<file path="src/rtl/alarm_scheduler.sv">
// Home-alarm controller: arbitrates keypad/WiFi commands and perimeter/tamper sensors,
// sequences exit/entry/siren delays on a 1 Hz tick and raises uplink notifications.
module alarm_scheduler #(
    parameter int EXIT_DELAY  = 30,
    parameter int ENTRY_DELAY = 15,
    parameter int SIREN_TIME  = 180
) (
    input  logic       clock,
    input  logic       reset,
    input  logic       tick,
    input  logic       key_valid,
    input  logic [4:0] key_cmd,
    input  logic       wifi_valid,
    input  logic [4:0] wifi_cmd,
    output logic       key_ready,
    output logic       wifi_ready,
    input  logic       ultras_hub,
    input  logic       ultras_else,
    output logic       notify_valid,
    output logic [1:0] notify_code,
    input  logic       notify_ack,
    output logic       siren,
    output logic       lock,
    output logic       armed,
    output logic [5:0] LEDS,
    output logic [7:0] remaining,
    output logic [2:0] fsm_state
);

    typedef enum logic [2:0] {
        S_DISARMED   = 3'd0,
        S_EXIT_WAIT  = 3'd1,
        S_ARMED      = 3'd2,
        S_ENTRY_WAIT = 3'd3,
        S_ALARM      = 3'd4,
        S_PANIC      = 3'd5
    } state_t;

    localparam int EXIT_EFF  = (EXIT_DELAY  == 0) ? 1 : EXIT_DELAY;
    localparam int ENTRY_EFF = (ENTRY_DELAY == 0) ? 1 : ENTRY_DELAY;
    localparam int SIREN_EFF = (SIREN_TIME  == 0) ? 1 : SIREN_TIME;
    localparam logic [7:0] EXIT_LD  = 8'(EXIT_EFF);
    localparam logic [7:0] ENTRY_LD = 8'(ENTRY_EFF);
    localparam logic [7:0] SIREN_LD = 8'(SIREN_EFF);

    localparam logic [4:0] CMD_DISARM = 5'h0A;
    localparam logic [4:0] CMD_ARM    = 5'h0B;
    localparam logic [4:0] CMD_PANIC  = 5'h0E;

    state_t     state;
    state_t     state_next;
    logic [7:0] counter;
    logic [4:0] cmd;
    logic       cmd_take;
    logic       do_disarm;
    logic       do_panic;
    logic       do_arm;
    logic       expiry;
    logic       entering;
    logic [7:0] load_value;

    // Handshake: a request is consumed on any cycle where its valid and ready are both high;
    // ready depends only on the valids (keypad wins), so at most one command lands per cycle.
    assign key_ready  = key_valid;
    assign wifi_ready = wifi_valid & ~key_valid;

    assign cmd_take  = (key_valid | wifi_valid) & ~reset;
    assign cmd       = key_valid ? key_cmd : wifi_cmd;
    assign do_disarm = cmd_take && (cmd == CMD_DISARM);
    assign do_panic  = cmd_take && (cmd == CMD_PANIC);
    assign do_arm    = cmd_take && (cmd == CMD_ARM);
    assign expiry    = tick && (counter == 8'd1);

    // State register
    always_ff @(posedge clock) begin
        if (reset) begin
            state <= S_DISARMED;
        end else begin
            state <= state_next;
        end
    end

    // Next-state logic, events checked in priority order
    always_comb begin
        state_next = state;
        unique case (state)
            S_DISARMED: begin
                if (do_panic)    state_next = S_PANIC;
                else if (do_arm) state_next = S_EXIT_WAIT;
            end
            S_EXIT_WAIT: begin
                if (do_disarm)     state_next = S_DISARMED;
                else if (do_panic) state_next = S_PANIC;
                else if (expiry)   state_next = S_ARMED;
            end
            S_ARMED: begin
                if (do_disarm)        state_next = S_DISARMED;
                else if (do_panic)    state_next = S_PANIC;
                else if (ultras_hub)  state_next = S_ALARM;
                else if (ultras_else) state_next = S_ENTRY_WAIT;
            end
            S_ENTRY_WAIT: begin
                if (do_disarm)       state_next = S_DISARMED;
                else if (do_panic)   state_next = S_PANIC;
                else if (ultras_hub) state_next = S_ALARM;
                else if (expiry)     state_next = S_ALARM;
            end
            S_ALARM: begin
                if (do_disarm)     state_next = S_DISARMED;
                else if (do_panic) state_next = S_PANIC;
                else if (expiry)   state_next = S_ARMED;
            end
            S_PANIC: begin
                if (do_disarm) state_next = S_DISARMED;
            end
            default: state_next = S_DISARMED;
        endcase
    end

    // State-decoded outputs
    always_comb begin
        LEDS      = 6'b000001 << state;
        siren     = (state == S_ALARM) || (state == S_PANIC);
        lock      = (state == S_PANIC);
        armed     = (state == S_ARMED) || (state == S_ENTRY_WAIT) || (state == S_ALARM);
        fsm_state = state;
    end

    assign entering = (state_next != state);

    always_comb begin
        load_value = 8'd0;
        case (state_next)
            S_EXIT_WAIT:  load_value = EXIT_LD;
            S_ENTRY_WAIT: load_value = ENTRY_LD;
            S_ALARM:      load_value = SIREN_LD;
            default:      load_value = 8'd0;
        endcase
    end

    // Delay counter: reloaded on every state change, so expiry (1 -> transition) also clears it
    always_ff @(posedge clock) begin
        if (reset) begin
            counter <= 8'd0;
        end else if (entering) begin
            counter <= load_value;
        end else if (tick && counter > 8'd1) begin
            counter <= counter - 8'd1;
        end
    end

    // A fresh event wins over a same-cycle ack so it is never lost
    always_ff @(posedge clock) begin
        if (reset) begin
            notify_valid <= 1'b0;
            notify_code  <= 2'd0;
        end else if (entering && (state_next == S_ALARM || state_next == S_PANIC)) begin
            notify_valid <= 1'b1;
            notify_code  <= (state_next == S_PANIC) ? 2'd3 : 2'd2;
        end else if (notify_ack && notify_valid) begin
            notify_valid <= 1'b0;
        end
    end

    assign remaining = counter;

endmodule

</file>
<file path="config.mk">
export PLATFORM = sky130hd
export DESIGN_NAME = alarm_scheduler
export DESIGN_NICKNAME = d
export VERILOG_FILES = /design/src/rtl/alarm_scheduler.sv
export SDC_FILE = /design/constraint.sdc
export NUM_CORES = 1
export LEC_CHECK = 0
export BUFFER_PORTS_ARGS = -buffer_cell sky130_fd_sc_hd__buf_2
export CORE_MARGIN = 2
export CORE_UTILIZATION = 54
export CTS_CLUSTER_DIAMETER = 100
export CTS_CLUSTER_SIZE = 8
export DETAILED_ROUTE_END_ITERATION = 6
export PLACE_DENSITY = 0.86
export SLEW_MARGIN = 15
export SYNTH_ARGS = -nofsm -noshare
export SYNTH_HDL_FRONTEND = slang
export SYNTH_SLANG_ARGS = --single-unit
</file>
<file path="constraint.sdc">
create_clock -name clock -period 5.4 [get_ports clock]
set_clock_uncertainty 0.15 [all_clocks]
set_input_delay 1.08 -clock clock [delete_from_list [all_inputs] [get_ports clock]]
set_output_delay 1.08 -clock clock [all_outputs]
set_load 0.05 [all_outputs]
</file>
==> results.yml, run 1 <==
run_status:
  status: "finished clean"
synthesis:
  syn_inst: 150
  ys_types: 62
  syn_nets: 170
  synth_ff_type: "dfxtp_1"
  yosys_warnings: 0
  syn_area_um2: 1330
  synthArstFlopShare: 0
  synth-seq-cells: 14
  ys_seq_area_frac: 0.211
  synth-edff-count: 0
  syn_area_per_cell_um2: 8.86
worst_setup_path:
  cp_data_required_time_ns: 5.43
  cp-start-kind: "primary input"
  r2r-end: "remaining[0]$_SDFFE_PP0P_"
  reg2reg_slack_ns: 2.68
  critPathKind: "primary input to flop"
  path_cells: "buf_2, nand4bb_2, a221oi_4, o311ai_2, o22a_2, o22a_4, nor2_2, mux2_4"
  r2r_start: "remaining[0]$_SDFFE_PP0P_"
  crit_arrival_ns: 3.30
  critical-path-slowest-cell: "a221oi_4"
  slowest_delay_ns: 0.51
  r2r_cells: 8
  crit_fanout: 12
  end_kind: "flop"
placed_design:
  gp_congestion: 0.876
  portBuffers: 42
  place_hpwl_um: 2720
min_path:
  hold_path_class: "flop to flop"
  min_from: "notify_code[1]$_SDFFE_PP0P_"
  holdPathStages: 2
  holdPathEnd: "notify_code[1]$_SDFFE_PP0P_"
pwr:
  leakage_nw: 0.692
  powerDensity_nw_per_um2: 300
  pwr-share-clk: 0.165
  comb_power_share: 0.519
  seq_power_share: 0.316
  ir_drop_uv: 302
  cell_internal_pwr_mw: 0.252
  power.switching_mw: 0.219
  netSwitchingFraction: 0.465
clock_tree:
  cts.sinks: 14
  h-tree-depth: 1
  clk_pin_slew_ns: 0.09
  clk_latency_ns: 0.29
  numCtsBuffers: 3
  cts_tree: "built"
  holdBufCountCts: 0
  clockBufferDepth: 2
  postCtsSetupBuffers: 0
  cts_root_buf: "clkbuf_4"
  cts_resized: 0
finish:
  mostFrequentLayoutCells: "buf_2 (42), nor2_1 (16), dfxtp_1 (14)"
  area_delta_synth_final_pct: 18.0
  nets: 210
  utilization: 0.689
  final_common_cell: "buf_2"
  drive_gt1_frac: 0.360
  diodes: 0
sta:
  period_share: 0.606
  hold_viol_final: 0
  tightest_slew_ns: 0.525
  setup_viol: 0
  rsz0062_at_grt: "false"
  finalMaxSlewViolations: 0
  post-route-min-period_ns: 3.27
  relSlewSlack: 0.650
  finalSetupTns_ns: 0
  fmax_mhz: 306
grt:
  globalRoute.totalOverflow: 0
  track_usage: 0.264
  grt_max_degree: 20
  first_global_vias: 1263
  grt_pass1_wl_um: 5540
  antenna_found_initial: 0
routing:
  firstDrtPassIters: 4
  drc: 0
  drtAntennaViolNets: 0
  wl_per_cell_um: 15.9
  first_iter_violations: 50
  drt_wl_total_um: 3440
  viasPerCell: 6.30
  vias: 1367
floorplan:
  die-area_um2: 2870
  die_w_um: 53.6
  core_area_um2: 2280
  initial_core_util: 0.584
  io_pins: 43
  num_rows: 17
  fp.dieH_um: 53.6
job:
  maxCapViolations: 0
==> critical path: cells and delay by family <==
kind | cells | cell delay, ns
and+or+nand+nor | 2 | 0.49
muxes | 1 | 0.31
AOI/OAI and AO/OA | 4 | 1.25
buffers and inverters | 1 | 0.16
==> power groups by stage <==
| stage | combinational [mW] | clock [mW] | sequential [mW] |
|---|---|---|---|
| final | 0.244 | 0.0775 | 0.149 |
| after global routing | 0.263 | 0.0809 | 0.151 |
| after CTS | 0.246 | 0.0789 | 0.149 |
| after detailed placement | 0.245 | 0 | 0.151 |
| after global placement | 0.238 | 0 | 0.150 |
| after floorplan | 0.137 | 0 | 0.206 |
==> cell usage after synthesis (3+ instances only) <==
cell | instances | share of area
and2_1 | 3 | 0.014
nor2_1 | 16 | 0.045
nand2_1 | 8 | 0.023
xnor2_1 | 7 | 0.046
xor2_1 | 3 | 0.020
or3_1 | 3 | 0.014
a21oi_1 | 7 | 0.026
nand3_1 | 3 | 0.011
nand2b_1 | 3 | 0.014
o211ai_1 | 3 | 0.017
dfxtp_1 | 14 | 0.21
o31ai_1 | 3 | 0.017
inv_1 | 10 | 0.028
nor3_1 | 5 | 0.019
==> state kept, by name (all words and copies together) (netlist names) <==
signal and cells:
fsm_state 3, notify_valid 1, remaining 8, notify_code 2
==> stage by stage <==
stage               power, mW  hold WS [ns]  area, um2  cells  worst slack [ns]
detailed placement      0.396         0.297       1530    213              1.84
global placement        0.388         0.282       1530    213              1.93
finish                  0.471         0.313       1570    217              2.13
CTS                     0.474         0.314       1570    217              2.15
floorplan               0.343         0.514       1330    150              1.63
global route            0.496         0.327       1570    217              2.02
==> final cells by class <==
cell class / instances / area (um2)
Sequential cell: 14 / 280
Multi-Input combinational cell: 119 / 968
Fill cell: 202 / 708
Clock buffer: 4 / 36.3
Inverter: 10 / 37.5
Tap cell: 28 / 35.0
Timing Repair Buffer: 42 / 210
==> cell families after synthesis <==
| logic type | synth area share |
|---|---|
| AO/OA/AOI/OAI | 0.346 |
| XOR/XNOR | 0.0659 |
| multiplexers | 0.0113 |
| AND/OR/NAND/NOR | 0.287 |
| adder cells (fa/ha/maj) | 0.0188 |
| buffers and inverters | 0.0603 |
| flip-flops | 0.211 |
==> how the worst max path moves through the flow <==
stage                                 start  cells past startpoint                        end
floorplan           fsm_state[2]$_SDFF_PP0_                      5                    LEDS[5]
global placement                  key_valid                      8  remaining[0]$_SDFFE_PP0P_
detailed placement                key_valid                      8  remaining[0]$_SDFFE_PP0P_
CTS                               key_valid                      8  remaining[0]$_SDFFE_PP0P_
global route                      key_valid                      8  remaining[0]$_SDFFE_PP0P_
finish                            key_valid                      8  remaining[0]$_SDFFE_PP0P_
==> layer usage <==
layer | routed length [um] | part of all wire | vias up | GRT usage
met5 | 0 | 0 | - | 0
met1 | 1360 | 0.40 | 642 | 0.301
li1 | - | - | 654 | -
met2 | 1750 | 0.51 | 60 | 0.477
met4 | 104 | 0.030 | 0 | 0.132
met3 | 227 | 0.066 | 11 | 0.0389
Note: power is estimated with default switching activity, not from simulation.
==> inputs of run 2 (changes only) <==
--- a/config.mk
+++ b/config.mk
@@ -5,13 +5,14 @@
 export SDC_FILE = /design/constraint.sdc
 export NUM_CORES = 1
 export LEC_CHECK = 0
+export ABC_AREA = 1
 export BUFFER_PORTS_ARGS = -buffer_cell sky130_fd_sc_hd__buf_2
 export CORE_MARGIN = 2
-export CORE_UTILIZATION = 54
+export CORE_UTILIZATION = 52
 export CTS_CLUSTER_DIAMETER = 100
 export CTS_CLUSTER_SIZE = 8
 export DETAILED_ROUTE_END_ITERATION = 6
-export PLACE_DENSITY = 0.86
+export PLACE_DENSITY = 0.82
 export SLEW_MARGIN = 15
 export SYNTH_ARGS = -nofsm -noshare
 export SYNTH_HDL_FRONTEND = slang
==> constraint.sdc (replaced) <==
create_clock -name clock -period 3.2 [get_ports clock]
set_clock_uncertainty 0.15 [all_clocks]
set_input_delay 0.64 -clock clock [delete_from_list [all_inputs] [get_ports clock]]
set_output_delay 0.64 -clock clock [all_outputs]
set_load 0.05 [all_outputs]
==> run 2 against run 1 <==
Effect of this change: synthesized cell count up 56%; clock power up 74%; clock-buffer cell count unchanged; via count up 8.3%; die area up 12%; largest cell class unchanged.
==> results.yml, run 2 <==
worst_setup_path:
  path_cells: "buf_2, inv_2, nand2_1, nand2_2, nor2_4, nand3_2, nand2_1, nand2_1, nand2_1, nand2_2, nand3_2, nand2_4, nor2_8, nand3_4, nand2_1, nor2_1, nor2_1"
  reg2reg_slack_ns: 0.82
  slowest_delay_ns: 0.21
  crit_fanout: 13
  crit_buf_inv: 2
  cpLargestDelayFamily: "simple AND/OR/NAND/NOR gates"
  end_kind: "flop"
  critPathKind: "primary input to flop"
  cp_data_required_time_ns: 3.28
  crit_arrival_ns: 2.50
  critical-path-slowest-cell: "buf_2"
  cp-start-kind: "primary input"
  crit_path_frequent_cell: "nand2_1"
sta:
  setup_viol: 0
  hold_viol_final: 0
  fmax_mhz: 414
  finalSetupTns_ns: 0
  rsz0062_at_grt: "false"
  relSlewSlack: 0.782
  period_share: 0.755
  post-route-min-period_ns: 2.42
  finalMaxSlewViolations: 0
  tightest_slew_ns: 0.327
clock_tree:
  h-tree-depth: 1
  clockBufferDepth: 2
  cts_tree: "built"
  holdBufCountCts: 0
  clk_latency_ns: 0.30
  cts_resized: 0
  numCtsBuffers: 3
  postCtsSetupBuffers: 0
  cts_root_buf: "clkbuf_4"
  cts.sinks: 14
  clk_pin_slew_ns: 0.09
grt:
  grt_max_degree: 14
  first_global_vias: 1235
  globalRoute.totalOverflow: 0
  grt_pass1_wl_um: 5340
  antenna_found_initial: 0
  track_usage: 0.204
routing:
  firstDrtPassIters: 4
  vias: 1481
  drt_wl_total_um: 3090
  viasPerCell: 4.84
  wl_per_cell_um: 10.1
  drtAntennaViolNets: 0
  drc: 0
  first_iter_violations: 33
floorplan:
  die-area_um2: 3220
  num_rows: 19
  core_area_um2: 2710
  die_w_um: 56.7
  initial_core_util: 0.534
  fp.dieH_um: 56.7
  io_pins: 43
synthesis:
  syn_area_per_cell_um2: 6.18
  synth_ff_type: "dfxtp_1"
  ys_types: 33
  yosys_warnings: 0
  yosys.area.top_type: "dfxtp_1"
  syn_nets: 254
  synth_top_area_frac: 0.194
  synth_common_cells: "nand2_1 (63), nor2_1 (35), inv_1 (28)"
  synth.most_common_cell: "nand2_1"
  syn_inst: 234
  synth-edff-count: 0
  ys_seq_area_frac: 0.194
  synthArstFlopShare: 0
  synth_area_leaders: "dfxtp_1 (19%), nand2_1 (16%), nor2_1 (9.1%)"
  synth-seq-cells: 14
  syn_area_um2: 1450
finish:
  stdcell_area_um2: 1700
  nFillCells: 278
  regArea_um2: 280
  mostFrequentLayoutCells: "nand2_1 (63), buf_2 (42), nor2_1 (35)"
  nets: 296
  multi_input_area_um2: 985
  final_common_cell: "nand2_1"
  diodes: 0
  area_delta_synth_final_pct: 17.2
  largest_reg_flops: 8
  drive_gt1_frac: 0.345
pwr:
  netSwitchingFraction: 0.527
  power.switching_mw: 0.580
  powerDensity_nw_per_um2: 649
  ir_drop_uv: 699
  seq_power_share: 0.258
  comb_power_share: 0.620
  leakage_nw: 0.971
  pwr-share-clk: 0.122
  cell_internal_pwr_mw: 0.521
placed_design:
  dpl_cell_area_um2: 1660
  place_hpwl_um: 2450
  gp_congestion: 0.833
  portBuffers: 42
min_path:
  hold_path_class: "flop to flop"
job:
  maxCapViolations: 0
run_status:
  status: "finished clean"
[run 2: cell count changes in the layout (fill, tap and decap cells not counted), sizes merged, moves of 5 or more]
| cell | delta |
|---|---|
| a221oi | -5 |
| inv | +27 |
| nor2 | +29 |
| nand3 | +18 |
| nand2 | +69 |
| xnor2 | -5 |
| o21bai | +8 |
[run 2: worst paths after layout]
| kind | end | cells past startpoint | from |
|---|---|---|---|
| worst max-delay path | remaining[3]$_SDFFE_PP0P_ | 17 | key_valid |
| worst min-delay path | notify_code[1]$_SDFFE_PP0P_ | 2 | notify_code[1]$_SDFFE_PP0P_ |
| worst max register to register | remaining[3]$_SDFFE_PP0P_ | 17 | remaining[0]$_SDFFE_PP0P_ |
| worst min register to register | notify_code[1]$_SDFFE_PP0P_ | 2 | notify_code[1]$_SDFFE_PP0P_ |
[run 2: cells by family (layout without fill, tap and decap cells)]
kind of cell    count (synthesis)  in the layout  share of synthesized area
simple gates                  150            150                      0.513
buf+inv                        43             84                      0.129
compound gates                 19             19                      0.111
flops                          14             14                      0.194
xor+xnor                        6              6                     0.0363
fa+ha+maj                       2              2                     0.0173
[run 2: cell type report]
class | count | share of cell area
clock buffer | 4 | 0.0214
timing repair buffer | 42 | 0.124
inverter | 38 | 0.0856
multi-input combinational | 177 | 0.581
sequential | 14 | 0.165
tap | 31 | 0.0229
[run 2: worst min-delay path, stage by stage (launching register included)]
cell	delay, ns
dfxtp_1	0.32
inv_1	0.05
a21oi_1	0.05
[run 2: metal layers]
metal | part of all wire | global-route usage | wire (um) | up-vias
li1 | - | - | - | 801
met1 | 0.51 | 0.293 | 1570 | 646
met2 | 0.44 | 0.311 | 1350 | 32
met3 | 0.049 | 0.0507 | 150 | 2
met4 | 0.0062 | 0.0399 | 19 | 0
met5 | 0 | 0 | 0 | -
[run 2: power groups by stage]
stage / Combinational (mW) / Sequential, mW / Clock (mW)
after floorplan: 0.425 / 0.433 / 0
after global placement: 0.675 / 0.286 / 0
final: 0.683 / 0.284 / 0.135
after detailed placement: 0.683 / 0.288 / 0
after CTS: 0.685 / 0.284 / 0.136
after global routing: 0.756 / 0.290 / 0.144
[run 2: through the flow]
stage	hold WS, ns	util	setup WS (ns)	total power, mW	std cells
after global placement	0.289	0.612	0.473	0.961	302
after global routing	0.330	0.626	0.545	1.19	306
after CTS	0.307	0.626	0.760	1.10	306
after detailed placement	0.294	0.612	0.452	0.971	302
after floorplan	0.518	-	0.289	0.858	234
final	0.307	0.626	0.785	1.10	306
